## src/rtl/parking_gate_ctrl.sv

```systemverilog
// Parking barrier controller: independent entry and exit lane FSMs with
// vacancy gating, pass detection, hold-open timing and event pulse output.
//
// Build option: define GATE_TIMEOUT_EN to abort an OPEN lane after
// TIMEOUT_CYCLES cycles without a pass; undefined, OPEN waits forever and
// gate_timeout is tied low with no timeout counters built.
//
// parking_gate_lane ports:
//   clk, start          clock, synchronous active-low reset
//   req, is_uni, pass   lane request loop, badge class, barrier beam
//   uni_vac, vac        vacancy flags (ignored when CHECK_SPACE = 0)
//   gate_open           barrier drive
//   evt, evt_uni        car-passed strobe (combinational) and its class
//   denied, timeout     refusal / abort strobes (combinational)
//
// parking_gate_ctrl ports:
//   clk, start                               clock, sync active-low reset
//   entry_req/entry_is_uni/entry_pass        entry lane inputs
//   exit_req/exit_is_uni/exit_pass           exit lane inputs
//   uni_is_vacated_space/is_vacated_space    vacancy flags
//   car_entered/is_uni_car_entered           entry event pulse + class
//   car_exited/is_uni_car_exited             exit event pulse + class
//   entry_gate_open/exit_gate_open           barrier drives
//   entry_denied                             refusal pulse
//   gate_timeout                             abort pulse, either lane

module parking_gate_lane #(
    parameter logic [15:0] TIMEOUT_CYCLES = 16'd1000,
    parameter logic [7:0]  HOLD_CYCLES    = 8'd4,
    parameter bit          CHECK_SPACE    = 1'b1
) (
    input  logic clk,
    input  logic start,
    input  logic req,
    input  logic is_uni,
    input  logic pass,
    input  logic uni_vac,
    input  logic vac,
    output logic gate_open,
    output logic evt,
    output logic evt_uni,
    output logic denied,
    output logic timeout
);

    localparam logic [2:0] S_IDLE       = 3'd0;
    localparam logic [2:0] S_OPEN       = 3'd1;
    localparam logic [2:0] S_PASSING    = 3'd2;
    localparam logic [2:0] S_HOLD       = 3'd3;
    localparam logic [2:0] S_WAIT_CLEAR = 3'd4;

    logic [2:0] state;
    logic [2:0] state_d;
    logic       req_q;
    logic       req_rise;
    logic       cls;
    logic       space_ok;
    logic [7:0] hold_cnt;
    logic       hold_done;
    logic       to_hit;

    // req_q resets to 0 so a request already high at reset release
    // is seen as a fresh rising edge.
    assign req_rise  = req & ~req_q;
    assign space_ok  = is_uni ? uni_vac : vac;
    assign hold_done = ({1'b0, hold_cnt} + 9'd1) >= {1'b0, HOLD_CYCLES};
    assign gate_open = (state == S_OPEN) || (state == S_PASSING) ||
                       (state == S_HOLD);
    assign evt_uni   = cls;

`ifdef GATE_TIMEOUT_EN
    logic [15:0] to_cnt;

    assign to_hit = ({1'b0, to_cnt} + 17'd1) >= {1'b0, TIMEOUT_CYCLES};

    // Cleared on every state change, saturates rather than wrapping.
    always_ff @(posedge clk) begin
        if (!start) begin
            to_cnt <= 16'd0;
        end else if (state_d != state) begin
            to_cnt <= 16'd0;
        end else if (to_cnt != 16'hFFFF) begin
            to_cnt <= to_cnt + 16'd1;
        end
    end
`else
    logic unused_timeout_cfg;

    assign unused_timeout_cfg = ^TIMEOUT_CYCLES;
    assign to_hit = 1'b0;
`endif

    always_comb begin
        state_d = state;
        evt     = 1'b0;
        denied  = 1'b0;
        timeout = 1'b0;
        unique case (state)
            S_IDLE: begin
                if (req_rise) begin
                    if (!CHECK_SPACE || space_ok) begin
                        state_d = S_OPEN;
                    end else begin
                        denied  = 1'b1;
                        state_d = S_WAIT_CLEAR;
                    end
                end
            end
            S_OPEN: begin
                if (pass) begin
                    state_d = S_PASSING;
                end else if (to_hit) begin
                    timeout = 1'b1;
                    state_d = S_WAIT_CLEAR;
                end
            end
            S_PASSING: begin
                // Entered with pass high, so a low sample is the fall.
                if (!pass) begin
                    evt     = 1'b1;
                    state_d = S_HOLD;
                end
            end
            S_HOLD: begin
                if (hold_done) begin
                    state_d = S_WAIT_CLEAR;
                end
            end
            S_WAIT_CLEAR: begin
                if (!req) begin
                    state_d = S_IDLE;
                end
            end
            default: begin
                state_d = S_IDLE;
            end
        endcase
    end

    always_ff @(posedge clk) begin
        if (!start) begin
            state <= S_IDLE;
            req_q <= 1'b0;
            cls   <= 1'b0;
        end else begin
            state <= state_d;
            req_q <= req;
            if ((state == S_IDLE) && req_rise) begin
                cls <= is_uni;
            end
        end
    end

    always_ff @(posedge clk) begin
        if (!start) begin
            hold_cnt <= 8'd0;
        end else if (state_d != state) begin
            hold_cnt <= 8'd0;
        end else if (hold_cnt != 8'hFF) begin
            hold_cnt <= hold_cnt + 8'd1;
        end
    end

endmodule

module parking_gate_ctrl #(
    parameter logic [15:0] TIMEOUT_CYCLES = 16'd1000,
    parameter logic [7:0]  HOLD_CYCLES    = 8'd4
) (
    input  logic clk,
    input  logic start,
    input  logic entry_req,
    input  logic entry_is_uni,
    input  logic entry_pass,
    input  logic exit_req,
    input  logic exit_is_uni,
    input  logic exit_pass,
    input  logic uni_is_vacated_space,
    input  logic is_vacated_space,
    output logic car_entered,
    output logic is_uni_car_entered,
    output logic car_exited,
    output logic is_uni_car_exited,
    output logic entry_gate_open,
    output logic exit_gate_open,
    output logic entry_denied,
    output logic gate_timeout
);

    logic ent_evt;
    logic ent_uni;
    logic ent_denied;
    logic ent_to;
    logic ex_evt;
    logic ex_uni;
    logic ex_denied_nc;
    logic ex_to;
    logic ex_pend;
    logic ex_pend_uni;
    logic ex_avail;
    logic ex_avail_uni;
    logic ex_fire;

    parking_gate_lane #(
        .TIMEOUT_CYCLES (TIMEOUT_CYCLES),
        .HOLD_CYCLES    (HOLD_CYCLES),
        .CHECK_SPACE    (1'b1)
    ) u_entry (
        .clk       (clk),
        .start     (start),
        .req       (entry_req),
        .is_uni    (entry_is_uni),
        .pass      (entry_pass),
        .uni_vac   (uni_is_vacated_space),
        .vac       (is_vacated_space),
        .gate_open (entry_gate_open),
        .evt       (ent_evt),
        .evt_uni   (ent_uni),
        .denied    (ent_denied),
        .timeout   (ent_to)
    );

    parking_gate_lane #(
        .TIMEOUT_CYCLES (TIMEOUT_CYCLES),
        .HOLD_CYCLES    (HOLD_CYCLES),
        .CHECK_SPACE    (1'b0)
    ) u_exit (
        .clk       (clk),
        .start     (start),
        .req       (exit_req),
        .is_uni    (exit_is_uni),
        .pass      (exit_pass),
        .uni_vac   (1'b1),
        .vac       (1'b1),
        .gate_open (exit_gate_open),
        .evt       (ex_evt),
        .evt_uni   (ex_uni),
        .denied    (ex_denied_nc),
        .timeout   (ex_to)
    );

    // Entry always wins the shared event slot; an exit that collides
    // with an entry is parked in ex_pend and issued the next cycle.
    assign ex_avail     = ex_pend | ex_evt;
    assign ex_avail_uni = ex_pend ? ex_pend_uni : ex_uni;
    assign ex_fire      = ex_avail & ~ent_evt;

    always_ff @(posedge clk) begin
        if (!start) begin
            car_entered        <= 1'b0;
            is_uni_car_entered <= 1'b0;
            car_exited         <= 1'b0;
            is_uni_car_exited  <= 1'b0;
            entry_denied       <= 1'b0;
            gate_timeout       <= 1'b0;
            ex_pend            <= 1'b0;
            ex_pend_uni        <= 1'b0;
        end else begin
            car_entered        <= ent_evt;
            is_uni_car_entered <= ent_evt & ent_uni;
            car_exited         <= ex_fire;
            is_uni_car_exited  <= ex_fire & ex_avail_uni;
            entry_denied       <= ent_denied & ~ex_denied_nc | ent_denied;
            gate_timeout       <= ent_to | ex_to;
            if (ex_fire) begin
                // A fresh exit arriving as the parked one issues stays parked.
                ex_pend     <= ex_pend & ex_evt;
                ex_pend_uni <= ex_uni;
            end else if (ex_evt) begin
                ex_pend     <= 1'b1;
                ex_pend_uni <= ex_uni;
            end
        end
    end

endmodule

```

## config.mk

```make
export PLATFORM = sky130hd
export DESIGN_NAME = parking_gate_ctrl
export DESIGN_NICKNAME = d
export VERILOG_FILES = /design/src/rtl/parking_gate_ctrl.sv
export SDC_FILE = /design/constraint.sdc
export NUM_CORES = 1
export LEC_CHECK = 0
export CAP_MARGIN = 10
export CORE_ASPECT_RATIO = 2
export CORE_MARGIN = 2
export CORE_UTILIZATION = 45
export CTS_BUF_LIST = sky130_fd_sc_hd__clkbuf_4 sky130_fd_sc_hd__clkbuf_8
export DETAILED_ROUTE_END_ITERATION = 6
export HOLD_SLACK_MARGIN = 0.15
export PLACE_DENSITY_LB_ADDON = 0.15
export SLEW_MARGIN = 15
export SYNTH_ARGS = -nofsm -noshare
export SYNTH_HDL_FRONTEND = slang
export SYNTH_SLANG_ARGS = --single-unit
```

## constraint.sdc

```tcl
create_clock -name clk -period 2.65 [get_ports clk]
set_input_delay 0.3975 -clock clk [delete_from_list [all_inputs] [get_ports clk]]
set_output_delay 0.3975 -clock clk [all_outputs]
set_load 0.005 [all_outputs]
```

==> impl_metrics.json, run 1 <==
{
  "drv_slew": 0,
  "ant_nets": 0,
  "yosysTopAreaCellShare": 0.389,
  "worst_pin_slew_ns": 0.669,
  "vias_per_cell": 5.73,
  "gp_congestion": 0.790,
  "hold_buffers": 0,
  "synth-xor-area-share": 0.0361,
  "rsz0062_at_grt": "no",
  "outcome": "complete, no violations",
  "synthTopCellsByArea": "dfxtp_1 (39%), mux2i_1 (4.7%), a21oi_1 (4.4%)",
  "post_drt_wl_per_cell_um": 14.8,
  "worst_ep_arrival_time_ns": 2.34,
  "tritoncts": "built",
  "relSlewSlack": 0.547,
  "grt_pass1_vias": 1491,
  "ys_ff_latch": 33,
  "final_common_cell": "dfxtp_1",
  "synth_cells": 198,
  "synth_adder_area_share": 0.0295,
  "synthArstFlopShare": 0,
  "antenna_found_initial": 0,
  "clkLatencyLatePin_ns": 0.28,
  "path_class": "reg -> reg",
  "leakagePower_nw": 0.749,
  "fp.dieH_um": 90.9,
  "clock-skew-final_ns": 0.00629,
  "synthDistinctLibCells": 51,
  "cts_max_level": 2,
  "hold_viol": 0,
  "period_minus_slack_ns": 2.14,
  "setup_ws_ns": 0.512,
  "fin_crit_sh": 0.807,
  "max_cap_violations": 0,
  "nNetsFinal": 226,
  "grt_overflow_total": 0,
  "cts-root-buf": "clkbuf_8",
  "area_growth_pct": 16.9,
  "critPathCaptureType": "flip-flop",
  "clock_sinks": 33,
  "worstPathMaxFanout": 8,
  "required_ns": 2.85,
  "dieArea_um2": 4310,
  "clock_path_buffers": 2,
  "ctsResizeCount": 0,
  "wl_mm": 3.87,
  "grt.total_usage": 0.204,
  "start_util": 0.471,
  "ir_worst_vdd_uv": 416,
  "min_path_type": "reg -> reg",
  "fin_tns_setup_ns": 0,
  "grt_max_degree": 18,
  "ys_warn_count": 0,
  "synth-seq-area-share": 0.389,
  "synthSimpleGateAreaFrac": 0.272,
  "synth_nets": 212,
  "synth_top_family_by_area": "simple AND/OR/NAND/NOR gates",
  "fin_util": 0.550,
  "fmax_mhz": 468,
  "layout_common_cells": "dfxtp_1 (33), nor2_1 (18), nand2_1 (17)",
  "core.rowCount": 31,
  "post-place-ws_ns": 0.339,
  "synth-compound-area-share": 0.192,
  "synthFlopType": "dfxtp_1",
  "postCtsSetupBuffers": 0,
  "critPathLaunchType": "flip-flop",
  "netlist_area_um2": 1700,
  "cts_made_buffers": 5,
  "drt_pre_antenna_iters": 4,
  "drive_gt1_frac": 0.0798,
  "die_w_um": 47.4,
  "cellPowerDensity_nw_per_um2": 546,
  "diodes": 0,
  "dp_hpwl_mm": 3.00,
  "pin_count": 18,
  "synth_area_per_cell_um2": 8.58,
  "clkTransAtPathRegs_ns": 0.07,
  "drc": 0,
  "drtIter0Drc": 29,
  "core_um2": 3610,
  "port_buffers": 16,
  "setup_viol": 0,
  "synth_edf_count": 0,
  "synth_mux_area_frac": 0.0472,
  "grt_pass1_wl_mm": 6.47,
  "vias": 1500,
  "synth_top_area_cell": "dfxtp_1"
}
==> routing by layer <==
| metal | part of all wire | track usage |
|---|---|---|
| met3 | 0.026 | 0.0420 |
| met4 | 0.018 | 0.0764 |
| met2 | 0.61 | 0.401 |
| met5 | 0 | 0 |
| met1 | 0.34 | 0.173 |
==> per-stage QoR <==
stage	hold WS (ns)	power (mW)	std cells	cell area [um2]
after detailed placement	0.478	0.680	254	1880
after CTS	0.488	1.10	262	1990
after global routing	0.507	1.13	262	1990
final	0.485	1.08	262	1990
after floorplan	0.452	0.630	198	1700
after global placement	0.464	0.672	254	1880
==> synth_stat cells, types with 3 or more instances <==
cell and instances:
dfxtp_1 33, nor2_1 18, nand2_1 17, a21oi_1 15
clkbuf_1 8, mux2i_1 8, nand3_1 7, o21ai_0 7
nor2b_1 6, nor3_1 6, a211oi_1 4, a31oi_1 4
and2_1 4, ha_1 4, xnor2_1 4, and3_1 3
inv_1 3, nand4_1 3, xor2_1 3
==> kinds of logic after synthesis <==
group / count (synthesis)
simple gates: 84
compound gates: 48
flops: 33
buf+inv: 13
mux: 8
xor+xnor: 7
fa+ha+maj: 4
other cells: 1
==> critical path, stage by stage (launching register included) <==
cell and delay, ns:
dfxtp_1 0.39, ha_1 0.33, or2_2 0.33, a211oi_1 0.40, o211ai_1 0.34, nor3_1 0.26
==> registers in the layout, indices dropped and copies added (netlist names) <==
signal	cells
car_entered	1
is_uni_car_exited	1
u_entry.hold_cnt	8
ex_pend_uni	1
u_exit.evt_uni	1
is_uni_car_entered	1
entry_denied	1
u_exit.state	3
car_exited	1
u_entry.req_q	1
u_entry.state	3
ex_pend	1
u_entry.evt_uni	1
u_exit.hold_cnt	8
u_exit.req_q	1
==> where the power goes <==
| group | switching (mW) | internal, mW | total [mW] |
|---|---|---|---|
| registers | 0.0298 | 0.515 | 0.544 |
| logic | 0.0586 | 0.0652 | 0.124 |
| clock network | 0.181 | 0.235 | 0.416 |
==> worst paths after layout <==
| check | start | cells past startpoint | end | slack, ns |
|---|---|---|---|---|
| worst max-delay path | u_entry.hold_cnt[0] | 5 | u_entry.hold_cnt[6] | 0.51 |
| worst max register to register | u_entry.hold_cnt[0] | 5 | u_entry.hold_cnt[6] | 0.51 |
| worst min-delay path | u_entry.evt_uni | 1 | is_uni_car_entered | 0.48 |
| worst min register to register | u_entry.evt_uni | 1 | is_uni_car_entered | 0.48 |
==> layout make-up <==
class | count | area [um2]
tap | 49 | 61.3
timing repair buffer | 17 | 168
fill | 360 | 1620
clock inverter | 1 | 5.00
inverter | 3 | 11.3
multi-input combinational | 152 | 983
clock buffer | 7 | 96.3
sequential | 33 | 661
No activity file was read; power rests on OpenSTA's default activity.
==> run 2: changes to the inputs <==
==> constraint.sdc (replaced) <==
create_clock -name clk -period 1.8 [get_ports clk]
set_input_delay 0.27 -clock clk [delete_from_list [all_inputs] [get_ports clk]]
set_output_delay 0.27 -clock clk [all_outputs]
set_load 0.005 [all_outputs]
==> impl_metrics.json, run 2 (same netlist as run 1, synthesis figures left out) <==
{
  "cts_max_level": 2,
  "cp_slowest_cell": "or4_4",
  "die_w_um": 47.4,
  "pin_count": 18,
  "cp_slowest_stage_delay_ns": 0.56,
  "grt.total_usage": 0.213,
  "clock_path_buffers": 2,
  "diodes": 0,
  "max_cap_violations": 0,
  "worst_pin_slew_ns": 0.496,
  "top_regs": "u_entry.hold_cnt x8, u_exit.hold_cnt x8",
  "nNetsFinal": 253,
  "core_um2": 3610,
  "required_ns": 2.00,
  "hold_viol": 0,
  "area_growth_pct": 32.1,
  "instances_no_fill": 289,
  "clkLatencyLatePin_ns": 0.28,
  "cp_num_buf_inv": 0,
  "grt_pass1_wl_mm": 6.80,
  "critPathLaunchType": "flip-flop",
  "drtIter0Drc": 18,
  "path_class": "reg -> reg",
  "cts_made_buffers": 5,
  "ant_nets": 0,
  "critPathCaptureType": "flip-flop",
  "post-place-ws_ns": -0.314,
  "grt_max_degree": 14,
  "final_common_cell": "dfxtp_1",
  "port_buffers": 16,
  "drv_slew": 0,
  "clock-skew-final_ns": 0.00500,
  "drc": 0,
  "post_dp_cell_area_um2": 2080,
  "vias": 1609,
  "post_drt_wl_per_cell_um": 14.5,
  "fin_util": 0.622,
  "clkTransAtPathRegs_ns": 0.07,
  "clock_sinks": 33,
  "core.rowCount": 31,
  "crit_chain": "or4_4 > a2bb2oi_1 > or2_1 > a311oi_2",
  "dieArea_um2": 4310,
  "cts-root-buf": "clkbuf_8",
  "leakagePower_nw": 0.889,
  "drive_gt1_frac": 0.221,
  "grt_overflow_total": 0,
  "timing.hold.ws_ns": 0.487,
  "period_minus_slack_ns": 1.71,
  "min_path_type": "reg -> reg",
  "drt_pre_antenna_iters": 4,
  "outcome": "complete, no violations",
  "setup_ws_ns": 0.0856,
  "critical-path-top-delay-family": "simple AND/OR/NAND/NOR gates",
  "worstPathMaxFanout": 6,
  "fin_tns_setup_ns": 0,
  "finalPower_mw": 1.66,
  "relSlewSlack": 0.665,
  "setup_viol": 0,
  "cellPowerDensity_nw_per_um2": 741,
  "gp_congestion": 0.830,
  "layout_common_cells": "dfxtp_1 (32), buf_4 (27), nor2_1 (18)",
  "fmax_mhz": 583,
  "hold_buffers": 0,
  "rsz0062_at_grt": "no",
  "dp_hpwl_mm": 3.24,
  "grt_pass1_vias": 1710,
  "wl_mm": 4.18,
  "tritoncts": "built",
  "vias_per_cell": 5.57,
  "ir_worst_vdd_uv": 575,
  "fin_area_um2": 2240,
  "post-place-cells": 280,
  "fin_crit_sh": 0.952,
  "start_util": 0.471,
  "antenna_found_initial": 0,
  "fp.dieH_um": 90.9,
  "worst_ep_arrival_time_ns": 1.91
}
==> run 2: changes by cell type in the layout (fill, tap and decap cells not counted), sizes merged <==
cell and delta:
buf +27
==> run 2: routing by layer <==
metal  up-vias  GRT usage  wire [um]
met5         -          0          0
met4         0      0.125        146
met3        14     0.0400         85
met2        24      0.409       2550
met1       770      0.170       1400
li1        801          -          -
==> run 2: worst paths after layout <==
| check | start | to | slack (ns) | cells past startpoint |
|---|---|---|---|---|
| hold / removal | u_entry.evt_uni | is_uni_car_entered | 0.49 | 1 |
| setup / recovery | u_exit.hold_cnt[3] | u_exit.state[1] | 0.09 | 4 |
| setup reg to reg | u_exit.hold_cnt[3] | u_exit.state[1] | 0.09 | 4 |
| hold reg to reg | u_entry.evt_uni | is_uni_car_entered | 0.49 | 1 |
==> run 2: power breakdown <==
part / switching [mW] / total [mW] / internal [mW] / leakage [nW]
Sequential: 0.0169 / 0.775 / 0.758 / 0.269
Clock: 0.270 / 0.616 / 0.346 / 0.0542
Combinational: 0.128 / 0.272 / 0.144 / 0.566
==> run 2: final cells by class <==
type	instances	area [um2]
Fill cell	315	1370
Multi-Input combinational cell	152	1030
Sequential cell	33	662
Timing Repair Buffer	44	374
Clock buffer	7	96.3
Tap cell	49	61.3
Inverter	3	11.3
Clock inverter	1	5.00
==> run 2: what timing repair did <==
item,CTS,global route
pin swaps,1,2
setup buffers,1,0
cloned,0,0
gates resized for setup,3,9
endpoints found under the setup margin,9,20
